## config.mk

```make
export PLATFORM = sky130hd
export DESIGN_NAME = edge_fb_writer
export DESIGN_NICKNAME = d
export VERILOG_FILES = /design/src/rtl/edge_fb_writer.sv
export SDC_FILE = /design/constraint.sdc
export NUM_CORES = 1
export LEC_CHECK = 0
export CAP_MARGIN = 10
export CORE_MARGIN = 5
export CORE_UTILIZATION = 25
export DETAILED_ROUTE_END_ITERATION = 10
export HOLD_SLACK_MARGIN = 0.06
export SLEW_MARGIN = 20
export SYNTH_ARGS = -nofsm -noshare
export SYNTH_HDL_FRONTEND = slang
export SYNTH_SLANG_ARGS = --single-unit
```

## constraint.sdc

```tcl
create_clock -name clk_in -period 3.2 [get_ports clk_in]
set_input_delay 0.32 -clock clk_in [delete_from_list [all_inputs] [get_ports clk_in]]
set_output_delay 0.32 -clock clk_in [all_outputs]
set_load 0.05 [all_outputs]
```

## src/rtl/edge_fb_writer.sv

```systemverilog
// edge_fb_writer: thresholds a raster Sobel magnitude stream into a
// column-major binary edge framebuffer, one frame per arm request.
//
// Ports:
//   clk_in, rst_in          clock, synchronous active-low reset
//   arm_in                  request capture of the next full frame
//   pixel_valid_in          qualifies hcount_in/vcount_in/mag_in
//   hcount_in, vcount_in    pixel column/row
//   mag_in, threshold_in    magnitude and edge threshold
//   fb_addr_out/data/we     framebuffer BRAM write port
//   busy_out                high while armed, capturing or flushing
//   frame_done_out          one-cycle pulse after the last write
//   edge_count_out          1-bits written in the last completed frame

module edge_fb_writer #(
    parameter int H_PIXELS  = 320,
    parameter int V_PIXELS  = 180,
    parameter int MAG_WIDTH = 8,
    parameter int FB_SIZE   = $clog2(H_PIXELS * V_PIXELS)
) (
    input  logic                 clk_in,
    input  logic                 rst_in,
    input  logic                 arm_in,
    input  logic                 pixel_valid_in,
    input  logic [8:0]           hcount_in,
    input  logic [7:0]           vcount_in,
    input  logic [MAG_WIDTH-1:0] mag_in,
    input  logic [MAG_WIDTH-1:0] threshold_in,
    output logic [FB_SIZE-1:0]   fb_addr_out,
    output logic                 fb_data_out,
    output logic                 fb_we_out,
    output logic                 busy_out,
    output logic                 frame_done_out,
    output logic [15:0]          edge_count_out
);

    typedef enum logic [1:0] {
        IDLE,
        ARMED,
        CAPTURE,
        FLUSH
    } state_t;

    localparam logic [8:0] H_LIM  = 9'(H_PIXELS);
    localparam logic [7:0] V_LIM  = 8'(V_PIXELS);
    localparam logic [8:0] H_LAST = 9'(H_PIXELS - 1);
    localparam logic [7:0] V_LAST = 8'(V_PIXELS - 1);

    // FSM and frame bookkeeping
    state_t               state_q;
    logic [1:0]           flush_q;
    logic                 busy_q;
    logic                 done_q;
    logic [MAG_WIDTH-1:0] thr_q;
    logic [15:0]          cnt_q;
    logic [15:0]          edge_count_q;

    // Stage 1: thresholded bit, column base address, row
    logic                 s1_valid_q;
    logic                 s1_bit_q;
    logic [FB_SIZE-1:0]   s1_hmul_q;
    logic [7:0]           s1_v_q;

    // Stage 2: BRAM write port
    logic                 fb_we_q;
    logic                 fb_data_q;
    logic [FB_SIZE-1:0]   fb_addr_q;

    // Combinational decode of the incoming pixel
    logic                 in_range;
    logic                 is_origin;
    logic                 is_last;
    logic                 accept;
    logic [MAG_WIDTH-1:0] thr_use;
    logic                 pix_bit;
    logic [FB_SIZE-1:0]   h_ext;
    logic [FB_SIZE-1:0]   h_mul;
    logic [15:0]          count_d;

    always_comb begin
        in_range  = pixel_valid_in
                  && (hcount_in < H_LIM)
                  && (vcount_in < V_LIM);
        is_origin = (hcount_in == '0) && (vcount_in == '0);
        is_last   = (hcount_in == H_LAST) && (vcount_in == V_LAST);

        // Only the origin pixel can start a frame; once started,
        // every in-range valid pixel is written.
        accept = in_range
               && ((state_q == CAPTURE)
                   || ((state_q == ARMED) && is_origin));

        // The origin pixel sees the live threshold because the
        // latch happens on the same edge that consumes it.
        thr_use = (state_q == ARMED) ? threshold_in : thr_q;
        pix_bit = (mag_in >= thr_use);

        // h * 180 = h*128 + h*32 + h*16 + h*4
        h_ext = FB_SIZE'(hcount_in);
        h_mul = (h_ext << 7) + (h_ext << 5)
              + (h_ext << 4) + (h_ext << 2);

        // Includes the write currently on the BRAM port so the
        // snapshot taken at the end of FLUSH sees the last pixel.
        count_d = cnt_q + 16'(fb_we_q & fb_data_q);
    end

    // Two-stage write pipeline
    always_ff @(posedge clk_in) begin
        if (!rst_in) begin
            s1_valid_q <= 1'b0;
            s1_bit_q   <= 1'b0;
            s1_hmul_q  <= '0;
            s1_v_q     <= '0;
            fb_we_q    <= 1'b0;
            fb_data_q  <= 1'b0;
            fb_addr_q  <= '0;
        end else begin
            s1_valid_q <= accept;
            if (accept) begin
                s1_bit_q  <= pix_bit;
                s1_hmul_q <= h_mul;
                s1_v_q    <= vcount_in;
            end

            fb_we_q <= s1_valid_q;
            if (s1_valid_q) begin
                fb_data_q <= s1_bit_q;
                fb_addr_q <= s1_hmul_q + FB_SIZE'(s1_v_q);
            end
        end
    end

    // Capture FSM with registered status outputs
    always_ff @(posedge clk_in) begin
        if (!rst_in) begin
            state_q      <= IDLE;
            flush_q      <= '0;
            busy_q       <= 1'b0;
            done_q       <= 1'b0;
            thr_q        <= '0;
            cnt_q        <= '0;
            edge_count_q <= '0;
        end else begin
            if ((state_q == ARMED) && accept) begin
                cnt_q <= '0;
            end else begin
                cnt_q <= count_d;
            end

            case (state_q)
                IDLE: begin
                    done_q <= 1'b0;
                    if (arm_in) begin
                        state_q <= ARMED;
                        busy_q  <= 1'b1;
                    end
                end

                ARMED: begin
                    if (accept) begin
                        thr_q   <= threshold_in;
                        state_q <= CAPTURE;
                    end
                end

                CAPTURE: begin
                    if (accept && is_last) begin
                        state_q <= FLUSH;
                        flush_q <= '0;
                    end
                end

                FLUSH: begin
                    // flush_q 0: last pixel in stage 1
                    // flush_q 1: last pixel on the BRAM port
                    // flush_q 2: frame_done_out cycle
                    flush_q <= flush_q + 2'd1;
                    if (flush_q == 2'd1) begin
                        done_q       <= 1'b1;
                        busy_q       <= 1'b0;
                        edge_count_q <= count_d;
                    end
                    if (flush_q == 2'd2) begin
                        done_q  <= 1'b0;
                        state_q <= IDLE;
                    end
                end

                default: begin
                    state_q <= IDLE;
                    busy_q  <= 1'b0;
                    done_q  <= 1'b0;
                end
            endcase
        end
    end

    assign fb_addr_out    = fb_addr_q;
    assign fb_data_out    = fb_data_q;
    assign fb_we_out      = fb_we_q;
    assign busy_out       = busy_q;
    assign frame_done_out = done_q;
    assign edge_count_out = edge_count_q;

endmodule

```

# == Word-level counts from Yosys, hierarchy flattened ==
# Index checks and enable logic that the tools add are counted.
# word_totals
regBits,90
in_bits,37
output_inout_bits,36
wordCells,73
# classes
n_addsub,6
n_lt_le_gt_ge,3
eq_ne,13
n_mux,14
bitwise_logic,2
n_reduce_logical,21
# ops
cell,n
16-bit by 1-bit adder with 16-bit output,1
16-bit by 11-bit adder with 16-bit output,1
16-bit by 13-bit adder with 16-bit output,1
16-bit by 14-bit adder with 16-bit output,1
16-bit by 8-bit adder with 16-bit output,1
2-bit 2-to-1 mux,5
"9-bit equality test, second input constant",1
9-bit logical NOT,1
"9-bit < comparator, second input constant",1
"8-bit equality test, second input constant",1
8-bit >= comparator,1
1-bit logical AND,8
8-bit logical NOT,1
"8-bit < comparator, second input constant",1
8-bit 2-to-1 mux,1
"2-bit inequality test, second input constant",4
2-bit case mux with 4 select lines,1
2-bit AND reduction,4
"2-bit equality test, second input constant",3
"2-bit by 1-bit equality test with 1-bit output, second input constant",2
1-bit 2-to-1 mux,4
1-bit case mux with 2 select lines,2
2-bit case mux with 2 select lines,1
4-bit AND reduction,1
other kinds (10),11

# == Longest topological paths before layout ==
# logic_depth
depth_word,8
depth_mapped,13
ltp_nobuf,13

# == Worst setup path before layout ==
# No wires, ideal clock.
# synth_path
path_type,input to register
startpoint,input hcount_in[2]
endpoint,register s1_hmul_q[14]
setup_ps,75
arrival_ps,2695
slack_ps,430
path_stages,12
n_path_buf,0
path_cell_list,inv_1 > fa_1 > inv_1 > fa_1 > inv_1 > fa_1 > nor2b_1 > o2111ai_1 > nand3_1 > o211ai_1 > xor2_1 > o22ai_1
# synth_via
elab_chain_cells,5
word_cells_on_any_way,11
cone_classes,add/sub (3); order compare (1); reduce/logical (7)
# synth_lines
item,line,text
"start, declared",25,"input logic [8:0] hcount_in,"
branches (longest 5 deep; another with 16-bit by 14-bit adder with 16-bit output),n/a,
"end signal, assigned",122,s1_hmul_q <= h_mul;
"end, declared",61,logic [FB_SIZE-1:0] s1_hmul_q;
# Several ways; the timed one is not identified.
# A chain may end at the register's enable or synchronous reset.

# == Final worst setup path ==
# layout_path
startpoint,input hcount_in[0]
endpoint,register s1_hmul_q[14]
# Same word-level chain as after synthesis.

==> flow_summary.toml <==
[yosys]
synth.largest_area_cell = "dfxtp_1"
synth_area_leaders = "dfxtp_1 36%, ha_1 11%, mux2i_1 6.8%"
synth_top_family_by_area = "adder cells"
ys_ff_latch = 88
yosys.area_share.xor_xnor = 0.0580
synth_async_sr_flop_share = 0
syn-cell-area_mm2 = 0.00483
synth_simple_gate_area_frac = 0.160
syn_inst = 543
synth_fa_ha_area_frac = 0.167
synth_compound_area_frac = 0.128
yosysWarningCount = 0
synth_area_per_cell_um2 = 8.90
synth_fp_nets = 636
synth_top_area_share = 0.364
synth_edf_count = 0
synthMuxAreaShare = 0.0707
ys_seq_area_frac = 0.364
yosysUniqueCellTypes = 45
synthFlopType = "dfxtp_1"

[routing]
vias = 3901
drc = 0
postRouteAntennaNets = 0
drt-vias-per-instance = 4.32
routed_wl_mm = 11.6
drt_pass1_iterations = 4
routedWlPerCell_um = 12.9
drt_iter0_drc = 174

[hold_path]
hp-class = "flop to flop"

[power]
p_per_area_mw_per_mm2 = 458
leakage_nw = 2.37
ir_drop_mv = 0.191

[placed_design]
place_area_mm2 = 0.00604
port-buffer-count = 72
placed_cells = 886
dpl.hpwl_mm = 8.97
pre_cts_slack_ns = -0.180
gp_congestion = 0.778

[worst_setup_path]
setup.worst_path.end_class = "flop"
required_ns = 3.47
crit_fanout = 2
path_delay_family = "adder cells"
worstPathCellList = "clkdlybuf4s50_1 > inv_1 > fa_1 > inv_1 > fa_1 > inv_1 > fa_1 > nor2b_2 > o2111ai_2 > nand3_1 > o211ai_1 > xor2_1 > o22ai_1"
slowest_stage = "fa_1"
worstPathArrival_ns = 3.27
max_stage_delay_ns = 0.53
path_class = "input pin to flop"
startpoint_type = "input pin"
worst-path-buf-inv = 4

[timing]
fin_ws_ns = 0.201
rsz0062_at_grt = "no"
period_needed_ns = 3.00
skew_ns = 0.00693
fin_tns_setup_ns = 0
min_period_over_period = 0.937
hold_viol = 0
slew_viol_final = 0
relSlewSlack = 0.294
fmaxAchievable_ghz = 0.333
setup_viol = 0
worstMarginPinSlew_ns = 1.06

[finish]
drive_above_1_share = 0.0841
fin_nets = 730
fin_cells = 902
syn_to_final_growth_pct = 31.0
layout_commonest_cell = "dfxtp_1"
final_cell_mix = "88 x dfxtp_1, 74 x nor2_1, 72 x clkdlybuf4s50_1"
fill_cells = 1987
antenna_cells = 0
final_area_mm2 = 0.00633

[cts]
postCtsSetupRepairBufs = 0
clock_latency_ns = 0.34
cts_buffers = 9
htreeDepth = 3
path_clk_slew_ns = 0.06
cts_max_path_buffers = 2
root_buffer = "clkbuf_16"
cts_tree = "yes"
cts.sinks = 88

[grt]
grt_pass1_vias = 3833
antenna_found_initial = 0
track_usage = 0.108
grt_pass1_wl_mm = 19.2
grt_overflow_total = 0
grt_max_degree = 41

[floorplanning]
dieHeight_um = 149
core.rowCount = 50
die_area_mm2 = 0.0222
ios = 73
coreArea_mm2 = 0.0189
die_x_um = 149
start_util = 0.256

[run]
max-cap-violations = 0

[outcome]
status = "finished, final reports clean"
[flip-flops by register name, summed over array words and instances, names as in the netlist]
signal and count:
cnt_q 16, edge_count_out 16, fb_addr_out 16, s1_hmul_q 14
s1_v_q 8, thr_q 8, flush_q 2, state_q 2
busy_out 1, fb_data_out 1, fb_we_out 1, frame_done_out 1
s1_bit_q 1, s1_valid_q 1
[synthesized netlist by cell type (all sizes together), types with 2 or more instances]
library cell / number
and3: 5
and2: 3
o22ai: 2
and4: 2
dfxtp: 88
a21o: 3
o2111ai: 2
nand2b: 4
clkbuf: 16
o211ai: 4
mux2i: 33
a21oi: 37
nand3b: 2
nor2: 74
inv: 40
xor2: 12
nand2: 37
nor4: 3
o21a: 2
nor2b: 6
o21ai: 29
a211oi: 17
or3: 2
buf: 5
nand3: 16
ha: 42
nor3: 8
nand4: 4
xnor2: 20
o41ai: 2
fa: 14
[per-layer routing]
metal | part of all wire | GRT usage
met1 | 0.50 | 0.142
met3 | 0.042 | 0.0258
met2 | 0.45 | 0.175
met5 | 0 | 0
met4 | 0.010 | 0.0316
[final timing paths]
check                               from  slack [ns]                          end  depth (start not counted)
max                         hcount_in[0]        0.20   s1_hmul_q[14]$_SDFFE_PN0P_                         13
min          frame_done_out$_SDFFE_PN0P_        0.45  frame_done_out$_SDFFE_PN0P_                          2
max reg2reg      state_q[1]$_SDFFE_PN0P_        0.81        s1_bit_q$_SDFFE_PN0P_                         11
min reg2reg  frame_done_out$_SDFFE_PN0P_        0.45  frame_done_out$_SDFFE_PN0P_                          2
[repair_timing]
action / 4_1_cts / 5_1_grt
gates resized for setup: 0 / 2
hold endpoints to repair: 0 / 0
endpoints found under the setup margin: 0 / 1
hold buffers: 0 / 0
[stage by stage]
stage	hold slack [ns]	utilization	power (W)
2_1_floorplan	0.434	-	0.00165
3_3_place_gp	0.439	0.320	0.00191
3_5_place_dp	0.439	0.320	0.00192
4_1_cts	0.449	0.335	0.00294
5_1_grt	0.473	0.335	0.00309
6_report	0.446	0.335	0.00290
[power breakdown]
part	leakage (nW)	internal, W	switching (W)
combinational	1.52	0.000356	0.000411
clock	0.140	0.000553	0.000449
sequential	0.709	0.00112	0.0000170
total	2.37	0.00203	0.000877
[worst register-to-register path, stage by stage, from the launching register on]
cell     delay [ns]
dfxtp_1        0.34
inv_1          0.11
ha_1           0.27
buf_4          0.23
mux2i_1        0.21
ha_1           0.26
a21o_1         0.18
a21oi_1        0.15
o31ai_1        0.09
a21o_1         0.18
a21oi_1        0.18
a21oi_1        0.09
[logic make-up (layout without fill, tap and decap cells)]
kind of cell	count (synthesis)	count (layout)
simple gates	168	168
compound gates	103	103
flops	88	88
buf+inv	62	161
fa+ha+maj	56	56
mux	34	34
xor+xnor	32	32
[layout make-up]
class	instances	area, µm²	area share
clock inverter	5	40.0	0.00632
multi-input combinational	393	2840	0.448
tap	260	325	0.0514
timing repair buffer	104	973	0.154
inverter	41	154	0.0243
sequential	88	1760	0.278
clock buffer	11	243	0.0383
(Power assumes the default switching activity.)
